File: src/rtl/alu_sweep_if.sv
// Bus between the opcode-sweep controller, its requester and the 4-bit ALU.
// The controller attaches through the slave modport; the requester/ALU side uses master.
interface alu_sweep_if;
  logic       start;
  logic [3:0] a_in;
  logic [3:0] b_in;
  logic [3:0] alu_a;
  logic [3:0] alu_b;
  logic [3:0] alu_sel;
  logic [3:0] alu_out;
  logic       alu_carry;
  logic       busy;
  logic       done;
  logic [4:0] carry_count;
  logic [7:0] checksum;
  logic [3:0] rd_addr;
  logic [4:0] rd_data;

  modport slave (
    input  start, a_in, b_in, alu_out, alu_carry, rd_addr,
    output alu_a, alu_b, alu_sel, busy, done, carry_count, checksum, rd_data
  );

  modport master (
    output start, a_in, b_in, alu_out, alu_carry, rd_addr,
    input  alu_a, alu_b, alu_sel, busy, done, carry_count, checksum, rd_data
  );
endinterface

File: src/rtl/alu_sweep_ctrl.sv
// Latches one operand pair, steps the ALU opcode through all 16 values and
// captures {carry, result} per opcode into a readable 16-entry buffer.
module alu_sweep_ctrl #(
  parameter int unsigned HOLD_CYCLES = 2
) (
  input  logic         clk,
  input  logic         rst,
  alu_sweep_if.slave   bus
);

  typedef enum logic [1:0] {
    S_IDLE  = 2'd0,
    S_SWEEP = 2'd1,
    S_DONE  = 2'd2
  } state_t;

  localparam logic [3:0] HOLD_LAST = 4'(HOLD_CYCLES - 1);

  state_t     r_state, w_next_state;
  logic [3:0] r_a, w_a;
  logic [3:0] r_b, w_b;
  logic [3:0] r_sel, w_sel;
  logic [3:0] r_hold, w_hold;
  logic       r_busy, w_busy;
  logic       r_done, w_done;
  logic [4:0] r_carry_count, w_carry_count;
  logic [7:0] r_checksum, w_checksum;
  logic [4:0] r_rd_data;
  logic       w_wr_en;
  logic [4:0] r_buf [16];

  // NOTE: every comb output gets a default first so no path leaves a value unassigned (no latches).
  always_comb begin
    w_next_state  = r_state;
    w_a           = r_a;
    w_b           = r_b;
    w_sel         = r_sel;
    w_hold        = r_hold;
    w_busy        = r_busy;
    w_done        = r_done;
    w_carry_count = r_carry_count;
    w_checksum    = r_checksum;
    w_wr_en       = 1'b0;

    case (r_state)
      S_IDLE: begin
        if (bus.start) begin
          w_a           = bus.a_in;
          w_b           = bus.b_in;
          w_sel         = 4'd0;
          w_hold        = 4'd0;
          w_carry_count = 5'd0;
          w_checksum    = 8'd0;
          w_done        = 1'b0;
          w_busy        = 1'b1;
          w_next_state  = S_SWEEP;
        end
      end
      S_SWEEP: begin
        w_hold = r_hold + 4'd1;
        if (r_hold == HOLD_LAST) begin
          w_wr_en       = 1'b1;
          w_carry_count = r_carry_count + {4'd0, bus.alu_carry};
          w_checksum    = r_checksum + {4'd0, bus.alu_out};
          if (r_sel == 4'd15) begin
            w_next_state = S_DONE;
          end else begin
            w_sel  = r_sel + 4'd1;
            w_hold = 4'd0;
          end
        end
      end
      S_DONE: begin
        w_busy       = 1'b0;
        w_done       = 1'b1;
        w_next_state = S_IDLE;
      end
      default: w_next_state = S_IDLE;
    endcase
  end

  // NOTE: sequential state uses non-blocking assignments so all registers update together.
  always_ff @(posedge clk) begin
    if (rst) begin
      r_state       <= S_IDLE;
      r_a           <= 4'd0;
      r_b           <= 4'd0;
      r_sel         <= 4'd0;
      r_hold        <= 4'd0;
      r_busy        <= 1'b0;
      r_done        <= 1'b0;
      r_carry_count <= 5'd0;
      r_checksum    <= 8'd0;
      r_rd_data     <= 5'd0;
    end else begin
      r_state       <= w_next_state;
      r_a           <= w_a;
      r_b           <= w_b;
      r_sel         <= w_sel;
      r_hold        <= w_hold;
      r_busy        <= w_busy;
      r_done        <= w_done;
      r_carry_count <= w_carry_count;
      r_checksum    <= w_checksum;
      r_rd_data     <= r_buf[bus.rd_addr];
    end
  end

  // NOTE: the result buffer has no reset, so it maps onto plain RAM; the read above sees pre-write contents.
  always_ff @(posedge clk) begin
    if (!rst && w_wr_en) begin
      r_buf[r_sel] <= {bus.alu_carry, bus.alu_out};
    end
  end

  assign bus.alu_a       = r_a;
  assign bus.alu_b       = r_b;
  assign bus.alu_sel     = r_sel;
  assign bus.busy        = r_busy;
  assign bus.done        = r_done;
  assign bus.carry_count = r_carry_count;
  assign bus.checksum    = r_checksum;
  assign bus.rd_data     = r_rd_data;

endmodule

File: src/flat_wrapper.sv
// flat-port wrapper written by rule: the top's interface ports become plain ports
module alu_sweep_ctrl_flat 
#(
  parameter int unsigned HOLD_CYCLES = 2
)
  (clk, rst, bus_start, bus_a_in, bus_b_in, bus_alu_out, bus_alu_carry, bus_rd_addr, bus_alu_a, bus_alu_b, bus_alu_sel, bus_busy, bus_done, bus_carry_count, bus_checksum, bus_rd_data);
  alu_sweep_if bus_i ();
  input  logic clk;
  input  logic rst;
  input wire logic [$bits(bus_i.start)-1:0] bus_start;
  input wire logic [$bits(bus_i.a_in)-1:0] bus_a_in;
  input wire logic [$bits(bus_i.b_in)-1:0] bus_b_in;
  input wire logic [$bits(bus_i.alu_out)-1:0] bus_alu_out;
  input wire logic [$bits(bus_i.alu_carry)-1:0] bus_alu_carry;
  input wire logic [$bits(bus_i.rd_addr)-1:0] bus_rd_addr;
  output wire logic [$bits(bus_i.alu_a)-1:0] bus_alu_a;
  output wire logic [$bits(bus_i.alu_b)-1:0] bus_alu_b;
  output wire logic [$bits(bus_i.alu_sel)-1:0] bus_alu_sel;
  output wire logic [$bits(bus_i.busy)-1:0] bus_busy;
  output wire logic [$bits(bus_i.done)-1:0] bus_done;
  output wire logic [$bits(bus_i.carry_count)-1:0] bus_carry_count;
  output wire logic [$bits(bus_i.checksum)-1:0] bus_checksum;
  output wire logic [$bits(bus_i.rd_data)-1:0] bus_rd_data;
  assign bus_i.start = bus_start;
  assign bus_i.a_in = bus_a_in;
  assign bus_i.b_in = bus_b_in;
  assign bus_i.alu_out = bus_alu_out;
  assign bus_i.alu_carry = bus_alu_carry;
  assign bus_i.rd_addr = bus_rd_addr;
  assign bus_alu_a = bus_i.alu_a;
  assign bus_alu_b = bus_i.alu_b;
  assign bus_alu_sel = bus_i.alu_sel;
  assign bus_busy = bus_i.busy;
  assign bus_done = bus_i.done;
  assign bus_carry_count = bus_i.carry_count;
  assign bus_checksum = bus_i.checksum;
  assign bus_rd_data = bus_i.rd_data;
  alu_sweep_ctrl #(.HOLD_CYCLES(HOLD_CYCLES)) u_core (.clk(clk), .rst(rst), .bus(bus_i));
endmodule
File: config.mk
export PLATFORM = sky130hd
export DESIGN_NAME = alu_sweep_ctrl_flat
export DESIGN_NICKNAME = d
export VERILOG_FILES = /design/src/rtl/alu_sweep_if.sv /design/src/rtl/alu_sweep_ctrl.sv /design/src/flat_wrapper.sv
export SDC_FILE = /design/constraint.sdc
export NUM_CORES = 1
export LEC_CHECK = 0
export CORE_AREA = 2 2 105 107
export CTS_CLUSTER_SIZE = 28
export DETAILED_ROUTE_END_ITERATION = 16
export DIE_AREA = 0 0 107 109
export PLACE_DENSITY_LB_ADDON = 0.2
export SLEW_MARGIN = 20
export SYNTH_ARGS = -nofsm -noshare
export SYNTH_HDL_FRONTEND = slang
export SYNTH_SLANG_ARGS = --single-unit
File: constraint.sdc
create_clock -name clk -period 4.24 [get_ports clk]
set_input_delay 0.636 -clock clk [delete_from_list [all_inputs] [get_ports clk]]
set_output_delay 0.636 -clock clk [all_outputs]
set_load 0.01 [all_outputs]
==> impl_metrics.toml <==
[power_and_ir_drop]
vdd_drop_max_mv = 0.233
design_power_total_w = 0.00275
power.leakage_nw = 2.14
power.share.sequential_pct = 45.4
p_int_w = 0.00215
combPwrFrac_pct = 5.8
switching_power_w = 0.000606
swShare_pct = 22.0
power_density_nw_per_um2 = 452
clkPwrFrac_pct = 48.9

[sta]
fin_crit_ps = 2710
hold_violations = 0
clock_skew_ps = 9.96
tightest_slew_ps = 1050
period_share_pct = 63.9
setup_violations = 0
maxSlewViolCount = 0
fmax_ghz = 0.369
holdWs_ps = 453
maxSlewHeadroom_pct = 30.0
finalSetupTns_ps = 0
grt_setup_unrepaired = "no"

[cells_and_area]
final_cells = 573
design_area_um2 = 6100
area_growth_pct = 24.2
final_common_cell = "edfxtp_1"
final_cell_mix = "edfxtp_1 (80), clkdlybuf4s50_1 (50), dfxtp_1 (38), nor2_1 (32), mux2i_1 (31)"
drive_gt1_share_pct = 12.2
num-nets-final = 453
diodes = 0

[route]
routed-via-count = 3069
routed-wl-met3_um = 404
viasPerCell = 5.36
m1WireLength_um = 4500
drc = 0
drtAntennaViolNets = 0
wire_per_inst_um = 17.6
top_layer_used = "met4"
routed_wl_um = 10100
first_pass_iters = 4
first_iter_violations = 134
wl_met2_um = 5090

[floorplanning]
initial_core_util_pct = 46.3
core_um2 = 10600
die_width_um = 107
die_h_um = 109
row_count = 38
dieArea_um2 = 11700
boundaryPins = 52

[yosys]
ys_seq_area_share_pct = 64.4
syn-cell-area_um2 = 4910
synth-main-ff-cell = "edfxtp_1"
syn_inst = 364
ys_ff_latch = 118
syn_area_per_cell_um2 = 13.5
yosys_warnings = 0
async_flop_share_pct = 0
ys_types = 50
synth-edff-count = 80
syn_nets = 397

[critical_path]
critPathRequiredTime_ps = 4380
ff2ff_setup_slack_ps = 1530
crit_fanout = 9
end_kind = "flop"
crit_path_start_kind = "flop"
path_class = "reg -> reg"
arrival_ps = 2840

[clock_tree]
clkLatencyLatePin_ps = 510
htreeDepth = 4
cts_tree = "yes"
hold_buffers = 0
clk_path_buf_depth = 2
path_clk_slew_ps = 60
postCtsSetupBuffers = 0
cts-root-buf = "clkbuf_8"
cts_resized = 0
cts_buffers = 17
cts_sinks = 118

[outcome]
status = "finished clean"

[place]
gp_congestion = 0.818
port_buffers = 51
post-dp-hpwl_um = 6730
dp.cells = 541
post_dp_cell_area_um2 = 5530

[global_route]
grt.total_usage_pct = 18.9
grt_pass1_vias = 3073
grt_max_degree = 35
grt_overflow = 0
grt_antenna_before_repair = 0
grt_pass1_wl_um = 16200

[worst_hold_path]
hold_class = "reg -> reg"

[flow_run]
maxCapViolCount = 0
==> final cells by class <==
type                            count  area [um^2]
Fill cell                         874         4500
Clock buffer                       17          414
Timing Repair Buffer               53          520
Tap cell                          140          175
Clock inverter                     15          155
Inverter                           10         37.5
Multi-Input combinational cell    220         1630
Sequential cell                   118         3160
==> final timing paths <==
check                                                 startpoint                          endpoint  cells after the start
worst max-delay path               u_core.r_hold[0]$_SDFFE_PP0P_      u_core.r_buf[1][4]$_DFFE_PP_                      5
worst min-delay path            u_core.bus.alu_a[0]$_SDFFE_PP0P_  u_core.bus.alu_a[0]$_SDFFE_PP0P_                      2
worst min register to register  u_core.bus.alu_a[0]$_SDFFE_PP0P_  u_core.bus.alu_a[0]$_SDFFE_PP0P_                      2
worst max register to register     u_core.r_hold[0]$_SDFFE_PP0P_      u_core.r_buf[1][4]$_DFFE_PP_                      5
==> power by group through the flow <==
stage               Sequential, W  Clock (W)  Combinational [W]
global route              0.00125    0.00142           0.000177
finish                    0.00125    0.00135           0.000159
detailed placement        0.00127          0           0.000161
global placement          0.00127          0           0.000159
floorplan                 0.00128          0          0.0000843
CTS                       0.00125    0.00137           0.000162
==> cell usage after synthesis, types with 3 or more instances <==
cell type	instances	area share [%]
nand3_1	7	0.71
a211oi_1	4	0.61
nand2_1	28	2.1
mux2i_1	31	6.3
buf_2	4	0.41
edfxtp_1	80	49
o22ai_1	3	0.38
mux4_2	6	2.8
buf_4	5	0.76
dfxtp_1	38	15
a22oi_1	12	1.8
xnor2_1	7	1.2
nor3_1	5	0.51
clkbuf_1	6	0.46
nor2b_1	4	0.51
nand2b_1	5	0.64
nor2_1	32	2.4
ha_1	12	3.1
a22o_1	3	0.54
inv_1	10	0.76
o21ai_0	9	0.92
a21oi_1	15	1.5
==> per-stage QoR <==
step / setup WS [ps] / util (%)
finish: 1530 / 57.5
global route: 1390 / 57.5
CTS: 1500 / 57.5
detailed placement: 1240 / 52.1
global placement: 1310 / 52.1
floorplan: 2000 / -
==> cell families (layout without fill, tap and decap cells) <==
kind of cell / count (synthesis) / after routing / synth area share (%)
flops: 118 / 118 / 64.4
simple gates: 101 / 101 / 10.5
compound gates: 58 / 58 / 8.03
mux: 39 / 39 / 9.53
buf+inv: 26 / 95 / 2.47
fa+ha+maj: 13 / 13 / 3.46
xor+xnor: 9 / 9 / 1.61
==> metal layers <==
| layer | vias up | track usage, % |
|---|---|---|
| li1 | 1480 | - |
| met5 | - | 0 |
| met3 | 7 | 6.04 |
| met1 | 1519 | 23.7 |
| met2 | 63 | 31.2 |
| met4 | 0 | 6.59 |
==> worst max-delay path: stages (launching register included) <==
cell     delay [ps]
dfxtp_1         390
ha_1            180
or3b_1          530
nor3_4          420
nand2_1         190
nor3_1          620
==> registers in the layout, indices dropped and copies added, names as in the netlist, 4 cells and up <==
name                    flops
u_core.bus.alu_a            4
u_core.bus.alu_b            4
u_core.bus.alu_sel          4
u_core.bus.carry_count      5
u_core.bus.checksum         8
u_core.bus.rd_data          5
u_core.r_buf               80
u_core.r_hold               4
Note: power is estimated with default switching activity, not from simulation.
